--- src/rtl/core_if_ibuf.sv ---
// core_if_ibuf: instruction fetch buffer that pairs in-order L1I words with their PCs for decode.
// Latency: PC to L1I is combinational; an L1I response becomes visible on dec_* one cycle later.
// Backpressure: fetch is stalled while queued + outstanding + dropping slots reach DEPTH.
//
// Ports:
//   clk, rst            core clock, synchronous active-high reset
//   ibuf_req_*          fetch-stage PC request; ibuf_req_rdy_out doubles as the fetch advance enable
//   ibuf_kill_in        redirect flush: discard queued and in-flight instructions
//   l1i_req_*           request to the L1I (valid/ack handshake, address passes straight through)
//   l1i_resp_*          instruction words returned by the L1I in request order
//   dec_*               show-ahead {instr, pc, pc+4} head entry to decode (valid/ready)
module core_if_ibuf #(
  parameter int DEPTH = 4,
  parameter int CNT_W = $clog2(DEPTH) + 1
) (
  input  logic        clk,
  input  logic        rst,
  input  logic        ibuf_req_val_in,
  input  logic [31:0] ibuf_req_pc_in,
  output logic        ibuf_req_rdy_out,
  input  logic        ibuf_kill_in,
  output logic        l1i_req_val_out,
  output logic [31:0] l1i_req_addr_out,
  input  logic        l1i_req_ack_in,
  input  logic        l1i_resp_val_in,
  input  logic [31:0] l1i_resp_data_in,
  output logic        dec_val_out,
  output logic [31:0] dec_instr_out,
  output logic [31:0] dec_pc_out,
  output logic [31:0] dec_pc_4_out,
  input  logic        dec_rdy_in
);

  localparam int PTR_W = (DEPTH > 1) ? $clog2(DEPTH) : 1;
  localparam int OCC_W = CNT_W + 2;

  typedef struct packed {
    logic [31:0] instr;
    logic [31:0] pc;
    logic [31:0] pc_4;
  } ibuf_ent_t;

  // ---------------------------------------------------------------------------
  // Occupancy and credit
  // ---------------------------------------------------------------------------
  logic [CNT_W-1:0] pend_cnt;
  logic [CNT_W-1:0] ifq_cnt;
  logic [CNT_W-1:0] drop_cnt;
  logic [OCC_W-1:0] occ;
  logic             credit_ok;

  // Every slot is accounted for from the moment its request is acked until
  // decode consumes it (or its response is discarded), so the ifq can never
  // overflow and the L1I never returns more words than pend/drop can absorb.
  assign occ       = OCC_W'(ifq_cnt) + OCC_W'(pend_cnt) + OCC_W'(drop_cnt);
  assign credit_ok = (occ < OCC_W'(DEPTH));

  // ---------------------------------------------------------------------------
  // Request side (purely combinational)
  // ---------------------------------------------------------------------------
  assign l1i_req_val_out  = ibuf_req_val_in & credit_ok & ~ibuf_kill_in;
  assign l1i_req_addr_out = ibuf_req_pc_in;
  assign ibuf_req_rdy_out = l1i_req_val_out & l1i_req_ack_in;

  // ---------------------------------------------------------------------------
  // Response classification
  // ---------------------------------------------------------------------------
  logic resp_drop;
  logic resp_keep;
  logic pend_push;
  logic pend_pop;
  logic ifq_push;
  logic ifq_pop;

  // Words belonging to killed requests come back first (in-order L1I), so
  // while drop_cnt is non-zero every response is one of those.
  assign resp_drop = l1i_resp_val_in & (drop_cnt != '0);
  // A response that arrives with nothing pending and nothing to drop is
  // spurious and simply ignored; a response in a kill cycle is never queued.
  assign resp_keep = l1i_resp_val_in & (drop_cnt == '0) & (pend_cnt != '0) & ~ibuf_kill_in;

  assign pend_push = ibuf_req_rdy_out;
  assign pend_pop  = resp_keep;
  assign ifq_push  = resp_keep;
  assign ifq_pop   = dec_val_out & dec_rdy_in & ~ibuf_kill_in;

  // ---------------------------------------------------------------------------
  // Pending-PC FIFO: PCs of acked requests awaiting their instruction word
  // ---------------------------------------------------------------------------
  logic [31:0]      pend_mem [DEPTH];
  logic [PTR_W-1:0] pend_wr;
  logic [PTR_W-1:0] pend_rd;
  logic [31:0]      pend_head;

  assign pend_head = pend_mem[pend_rd];

  always_ff @(posedge clk) begin
    if (rst) begin
      pend_wr  <= '0;
      pend_rd  <= '0;
      pend_cnt <= '0;
    end else if (ibuf_kill_in) begin
      // In-flight requests are now tracked by drop_cnt instead.
      pend_wr  <= '0;
      pend_rd  <= '0;
      pend_cnt <= '0;
    end else begin
      if (pend_push) begin
        pend_wr <= pend_wr + PTR_W'(1);
      end
      if (pend_pop) begin
        pend_rd <= pend_rd + PTR_W'(1);
      end
      if (pend_push && !pend_pop) begin
        pend_cnt <= pend_cnt + CNT_W'(1);
      end else if (!pend_push && pend_pop) begin
        pend_cnt <= pend_cnt - CNT_W'(1);
      end
    end
  end

  // PC storage needs no reset: an entry is only read after it was written.
  always_ff @(posedge clk) begin
    if (!rst && !ibuf_kill_in && pend_push) begin
      pend_mem[pend_wr] <= ibuf_req_pc_in;
    end
  end

  // ---------------------------------------------------------------------------
  // Instruction FIFO: {instr, pc, pc+4} entries presented show-ahead to decode
  // ---------------------------------------------------------------------------
  ibuf_ent_t        ifq_mem [DEPTH];
  logic [PTR_W-1:0] ifq_wr;
  logic [PTR_W-1:0] ifq_rd;
  ibuf_ent_t        ifq_push_dat;
  ibuf_ent_t        ifq_head;

  always_comb begin
    ifq_push_dat       = '0;
    ifq_push_dat.instr = l1i_resp_data_in;
    ifq_push_dat.pc    = pend_head;
    ifq_push_dat.pc_4  = pend_head + 32'd4;  // wraps modulo 2^32
  end

  assign ifq_head = ifq_mem[ifq_rd];

  always_ff @(posedge clk) begin
    if (rst) begin
      ifq_wr  <= '0;
      ifq_rd  <= '0;
      ifq_cnt <= '0;
      // Storage is cleared so the decode outputs read as zero after reset.
      for (int i = 0; i < DEPTH; i++) begin
        ifq_mem[i] <= '0;
      end
    end else if (ibuf_kill_in) begin
      ifq_wr  <= '0;
      ifq_rd  <= '0;
      ifq_cnt <= '0;
    end else begin
      if (ifq_push) begin
        ifq_mem[ifq_wr] <= ifq_push_dat;
        ifq_wr          <= ifq_wr + PTR_W'(1);
      end
      if (ifq_pop) begin
        ifq_rd <= ifq_rd + PTR_W'(1);
      end
      if (ifq_push && !ifq_pop) begin
        ifq_cnt <= ifq_cnt + CNT_W'(1);
      end else if (!ifq_push && ifq_pop) begin
        ifq_cnt <= ifq_cnt - CNT_W'(1);
      end
    end
  end

  assign dec_val_out   = (ifq_cnt != '0);
  assign dec_instr_out = ifq_head.instr;
  assign dec_pc_out    = ifq_head.pc;
  assign dec_pc_4_out  = ifq_head.pc_4;

  // ---------------------------------------------------------------------------
  // Drop counter: responses still owed by the L1I for killed requests
  // ---------------------------------------------------------------------------
  logic [CNT_W-1:0] inflight;
  logic             kill_resp;

  // drop_cnt + pend_cnt never exceeds DEPTH, so this sum cannot wrap.
  assign inflight  = drop_cnt + pend_cnt;
  // A response arriving in the kill cycle retires one of the in-flight words;
  // a spurious one (nothing in flight) must not underflow the counter.
  assign kill_resp = l1i_resp_val_in & (inflight != '0);

  always_ff @(posedge clk) begin
    if (rst) begin
      drop_cnt <= '0;
    end else if (ibuf_kill_in) begin
      drop_cnt <= inflight - CNT_W'(kill_resp);
    end else if (resp_drop) begin
      drop_cnt <= drop_cnt - CNT_W'(1);
    end
  end

  // The L1I must never return a word that was not requested.
  a_no_spurious_resp: assert property (
    @(posedge clk) disable iff (rst)
      l1i_resp_val_in |-> ((drop_cnt != '0) || (pend_cnt != '0))
  );

endmodule

--- config.mk ---
export PLATFORM = sky130hd
export DESIGN_NAME = core_if_ibuf
export DESIGN_NICKNAME = d
export VERILOG_FILES = /design/src/rtl/core_if_ibuf.sv
export SDC_FILE = /design/constraint.sdc
export NUM_CORES = 1
export LEC_CHECK = 0
export ABC_AREA = 0
export ABC_CLOCK_PERIOD_IN_PS = 5990
export BUFFER_PORTS_ARGS = -buffer_cell sky130_fd_sc_hd__buf_2
export CELL_PAD_IN_SITES_DETAIL_PLACEMENT = 2
export CELL_PAD_IN_SITES_GLOBAL_PLACEMENT = 2
export CORE_MARGIN = 8
export CORE_UTILIZATION = 44
export CTS_CLUSTER_DIAMETER = 100
export DETAILED_ROUTE_END_ITERATION = 10
export GPL_ROUTABILITY_DRIVEN = 0
export PLACE_DENSITY = 0.83
export RECOVER_POWER = 50
export SLEW_MARGIN = 40
export SYNTH_ARGS = -nofsm -noshare
export SYNTH_HDL_FRONTEND = slang
export SYNTH_SLANG_ARGS = --single-unit
--- constraint.sdc ---
create_clock -name clk -period 5.99 [get_ports clk]
set_clock_uncertainty 0.2 [all_clocks]
set_input_delay 1.198 -clock clk [delete_from_list [all_inputs] [get_ports clk]]
set_output_delay 1.198 -clock clk [all_outputs]
set_load 0.02 [all_outputs]
---- Word level (Yosys, flattened, before mapping) ----
Memory sizes are Yosys's and may differ from the RTL's. A register that Yosys moved wholly into a read port is not among the register bits.
Index checks and enable logic that the tools add are counted.
word-level totals
  bits in registers ....................... 17
  bits in writable memories ............... 512
  bits of input ports ..................... 71
  output and inout port bits .............. 131
  logic and storage cells ................. 77
  memories kept ........................... 2
cells by class
  $add $sub $neg .......................... 14
  magnitude comparators ................... 1
  muxes and demuxes ....................... 21
  bitwise logic cells ..................... 11
  reduce and logical (&&, ||, !) cells .... 21
memories
  memory    depth  width  rd ports  clocked after Yosys merged registers in  write ports  RTL line  text
  ifq_mem   4      96     1         1                                        4            132       ibuf_ent_t ifq_mem [DEPTH];
  pend_mem  4      32     1         1                                        1            90        logic [31:0] pend_mem [DEPTH];
operator list
  cell                                                                  number
  96-bit two-way mux                                                    1
  96-bit OR reduction                                                   1
  32-bit by 3-bit adder with 32-bit output, second input constant       1
  3-bit two-way mux                                                     6
  3-bit nonzero test                                                    4
  1-bit bitwise AND                                                     10
  2-bit two-way mux                                                     5
  1-bit two-way mux                                                     9
  3-bit by 1-bit subtractor with 3-bit output, second input constant    3
  2-bit by 1-bit adder with 2-bit output, second input constant         4
  3-bit by 1-bit adder with 3-bit output, second input constant         2
  1-bit logical AND                                                     6
  2-bit nonzero test                                                    3
  4-bit by 3-bit adder with 5-bit output                                1
  1-bit zero test                                                       5
  5-bit by 3-bit < comparator with 1-bit output, second input constant  1
  3-bit by 3-bit adder with 4-bit output                                1
  3-bit adder                                                           1
  3-bit zero test                                                       1
  3-bit by 1-bit subtractor with 3-bit output                           1
  2-bit OR reduction                                                    1
  1-bit NOT                                                             1

---- Longest topological paths before layout ----
  depth after elaboration ................. 10
  mapped depth ............................ 15
  gate-level depth less buffers ........... 15

---- Least setup slack after synthesis ----
OpenSTA, ideal clock, no wires.
  path kind ............................... in2reg
  start ................................... input port ibuf_kill_in
  end ..................................... memory ifq_mem[0][10] in the netlist's numbering (enable)
  setup time .............................. 469 ps
  data arrival time ....................... 4793 ps
  data required time ...................... 5321 ps
  setup slack ............................. 528 ps
  stages .................................. 7
  buffers on the path ..................... 3
  path through ............................ clkbuf_1 nor4b_4 nand2b_1 buf_2 or3_1 clkbuf_1 nand2b_1
RTL lines
  item         RTL line  text
  from (decl)  21        input logic ibuf_kill_in,
  to (decl)    132

==> flow_summary_export.csv <==
group,metric,value,unit
drt,vias,12660,
synthesis,synth_top_family_by_area,"multiplexers",
cts,clk_path_buf_depth,3,
run_status,outcome,"finished, violations left",
drt,drt_iter0_markers,845,
cts,cts.repair.resized,0,
cts,clkSinkCount,525,
critical_path,critPathMaxFanout,54,
place,dp_hpwl,43060,um
finish,antennaDiodeCount,0,
finish,layout-drive-gt1-share,23.50,%
drt,vias_per_cell,5.502,
drt,first_pass_iters,5,
job,cap_violations,2,
critical_path,required,6050,ps
critical_path,crit_slowest_cell,"a31o_1",
synthesis,synth_warnings,0,
synthesis,synthMuxAreaShare,12.87,%
timing,maxSlewViolCount,50,
cts,post-cts-setup-buffers,0,
timing,worst_pin_slew,2340,ps
global_route,grt_overflow,0,
cts,cts.clk_slew.worst_paths,60,ps
finish,layout.nets,1667,
global_route,track_usage,22.02,%
synthesis,synthTopCellsByArea,"edfxtp_1, mux4_2, and2_1, nor2_1, dfxtp_1",
critical_path,reg2reg_depth,6,
synthesis,synth-simple-area-share,11.27,%
drt,wl_per_cell,28.41,um
synthesis,synth_fp_nets,1489,
place,io_buffers,201,
drt,wirelength,65370,um
timing,tns,0,ps
critical_path,reg2reg_from,"drop_cnt[1]",
global_route,grt_pass1_vias,14620,
synthesis,synth_compound_area_share,0.4974,%
synthesis,synthCells,1398,
cts,hold_buffers,0,
critical_path,rr_endpoint,"ifq_mem[3][25]",
finish,area_growth,14.07,%
timing,rsz0062_at_grt,"no",
global_route,grt_max_degree,65,
critical_path,crit_chain,"buf_2 -> nor4b_1 -> a31o_1 -> buf_12",
synthesis,yosys.area.top_type,"edfxtp_1",
critical_path,crit_path_end_kind,"register",
worst_hold_path,hold_path.class,"reg -> reg",
run_status,violations,"capacitance limit, slew limit",
critical_path,path_class,"in -> reg",
critical_path,startpoint,"ibuf_kill_in",
die,ioPinCount,202,
synthesis,synth_xor_xnor_area_share,1.730,%
timing,finalHoldViolCount,0,
drt,ant_nets,0,
die,dieWidth,242.8,um
critical_path,reg2reg_slack,1030,ps
drt,drc,0,
cts,cts_made_buffers,55,
pwr,ir_drop,0.0002099,V
synthesis,synthAdderAreaFrac,1.304,%
synthesis,synth-edff-count,504,
cts,cts_tree,"built",
timing,period_needed,4969,ps
finish,finalNonFillerCells,2301,
finish,fill_cells,4715,
die,rows,83,
cts,clkLatencyLatePin,610,ps
critical_path,critical_path.endpoint,"ifq_mem[3][25]",
die,core_area,51090,um^2
critical_path,critical-path-max-stage-delay,1870,ps
timing,fmaxAchievable,0.2012,GHz
timing,finalSetupViolations,0,
cts,ctsHtreeMaxLevel,2,
synthesis,ys.flop_type,"edfxtp_1",
synthesis,ys_seq_elements,525,
critical_path,cp_data_arrival_time,5030,ps
synthesis,syn_area_per_cell,16.19,um^2
die,initial_utilization,44.31,%
cts,root_buffer,"clkbuf_16",
timing,min_period_over_period,82.96,%
pwr,p_per_area,306.2,nW/um^2
place,place_area,24250,um^2
die,dieArea,58970,um^2
pwr,p_leak,9.144,nW
synthesis,netlist_area,22640,um^2
critical_path,start_kind,"input pin",
synthesis,synth_top_area_share,66.85,%
finish,final_cell_area,25830,um^2
synthesis,async_flop_share,0,%
timing,slew_headroom,-56.01,%
synthesis,seq_area_frac_synth,68.70,%
die,die_y,242.8,um
synthesis,ys_types,48,
place,dpl.cell_count,2196,
global_route,grt_pass1_wl,98080,um
global_route,antenna_found_initial,1,
[routing by layer]
layer	routed length [um]	vias up	global-route usage, %
met5	8	-	0
met4	2069	2	7.299
met3	2969	115	4.019
met2	34040	341	39.23
met1	26290	6740	26.79
li1	-	5461	-
[area by class of cell]
cell class / instances / area (um^2) / share of cell area [%]
timing repair buffer: 231 / 1245 / 4.820
multi-input combinational: 710 / 6247 / 24.19
inverter: 53 / 198.9 / 0.7703
sequential: 525 / 15560 / 60.24
tap: 680 / 850.8 / 3.294
clock buffer: 75 / 1503 / 5.819
clock inverter: 27 / 222.7 / 0.8624
[stage by stage]
step           hold slack [ps]  utilization (%)  total power, mW  setup WS (ps)
4_1_cts                  338.8            50.85            8.000           1341
3_3_place_gp             287.0            47.34            4.623           1342
5_1_grt                  357.2            50.55            8.134          626.4
3_5_place_dp             329.8            47.47            4.663           1231
2_1_floorplan            266.7                -            4.477          528.0
6_report                 344.1            50.55            7.908           1021
[state kept, by name, indices dropped and copies added, names as in the netlist, named ones only]
signal and flops:
pend_wr 2, ifq_rd 2, pend_cnt 3, ifq_wr 2, pend_mem 128, pend_rd 2, ifq_cnt 3, drop_cnt 3
ifq_mem 376
[worst max-delay path, delay by kind of cell]
family,cells,cell delay [ps]
compound gates,1,1870
simple gates,1,1310
buf+inv,2,570
[cells in the mapped netlist, types with 2 or more instances]
cell type and n:
fa_1 6, nand2_1 53, xor2_1 17, nor4_4 5
nand2b_1 8, mux2_2 4, nor2_1 210, nor3_1 8
or3_1 5, nand3_1 11, a21oi_1 7, o21ai_0 4
and2_1 167, nor4_2 2, buf_2 13, and3_1 2
buf_1 11, nand4_1 7, edfxtp_1 504, a211oi_1 3
inv_1 53, mux4_1 4, dfxtp_1 21, or2_2 5
xnor2_1 24, buf_4 38, ha_1 14, nor3_2 2
clkbuf_1 43, nor2b_1 3, mux2i_1 6, mux4_2 120
buf_6 3
[layout by cell type, fill, tap and decap left out, types with 2 or more instances in the layout]
| master | count |
|---|---|
| nor2b_1 | 3 |
| nand3_1 | 11 |
| nand2b_1 | 5 |
| o21ai_0 | 3 |
| a211oi_1 | 3 |
| nand4_1 | 7 |
| buf_4 | 19 |
| or2_2 | 4 |
| and2_1 | 48 |
| nor4_2 | 2 |
| clkinv_4 | 2 |
| inv_1 | 53 |
| xor2_1 | 17 |
| dfxtp_1 | 20 |
| ha_1 | 14 |
| and3_1 | 2 |
| clkbuf_1 | 85 |
| nand2b_4 | 3 |
| bufinv_16 | 3 |
| clkbuf_8 | 3 |
| mux4_2 | 120 |
| nand2_1 | 53 |
| mux2_2 | 4 |
| nor3_1 | 10 |
| buf_2 | 135 |
| or3_1 | 5 |
| buf_12 | 7 |
| and2_0 | 119 |
| edfxtp_1 | 504 |
| nor4_4 | 4 |
| clkinv_1 | 10 |
| clkbuf_16 | 56 |
| a21oi_1 | 7 |
| mux4_1 | 4 |
| fa_1 | 6 |
| xnor2_1 | 24 |
| nor2_1 | 210 |
| mux2i_1 | 6 |
| clkinv_2 | 9 |
[where the power goes]
group / switching, mW / internal (mW) / leakage, nW
clock network: 1.45 / 1.88 / 0.844
logic: 0.275 / 0.132 / 3.10
registers: 0.0448 / 4.12 / 5.20
total: 1.77 / 6.14 / 9.14
[logic make-up (layout without fill, tap and decap cells)]
| group | after synthesis | after routing |
|---|---|---|
| xor gates and xnor gates | 43 | 43 |
| muxes | 134 | 134 |
| AOI/OAI and AO/OA | 18 | 18 |
| adders and majority gates | 20 | 20 |
| DFF | 525 | 525 |
| and+or+nand+nor | 495 | 495 |
| buffers and inverters | 163 | 386 |
[worst min-delay path by stage]
stage	start	to	slack (ps)	cells past startpoint
2_1_floorplan	ifq_cnt[2]	ifq_cnt[2]	270	2
3_3_place_gp	ifq_cnt[2]	ifq_cnt[2]	290	2
3_5_place_dp	ifq_cnt[2]	ifq_cnt[2]	330	2
4_1_cts	ifq_cnt[2]	ifq_cnt[2]	340	2
5_1_grt	ifq_cnt[2]	ifq_cnt[2]	360	2
6_report	ifq_cnt[2]	ifq_cnt[2]	340	2
Note: power is estimated with default switching activity, not from simulation.
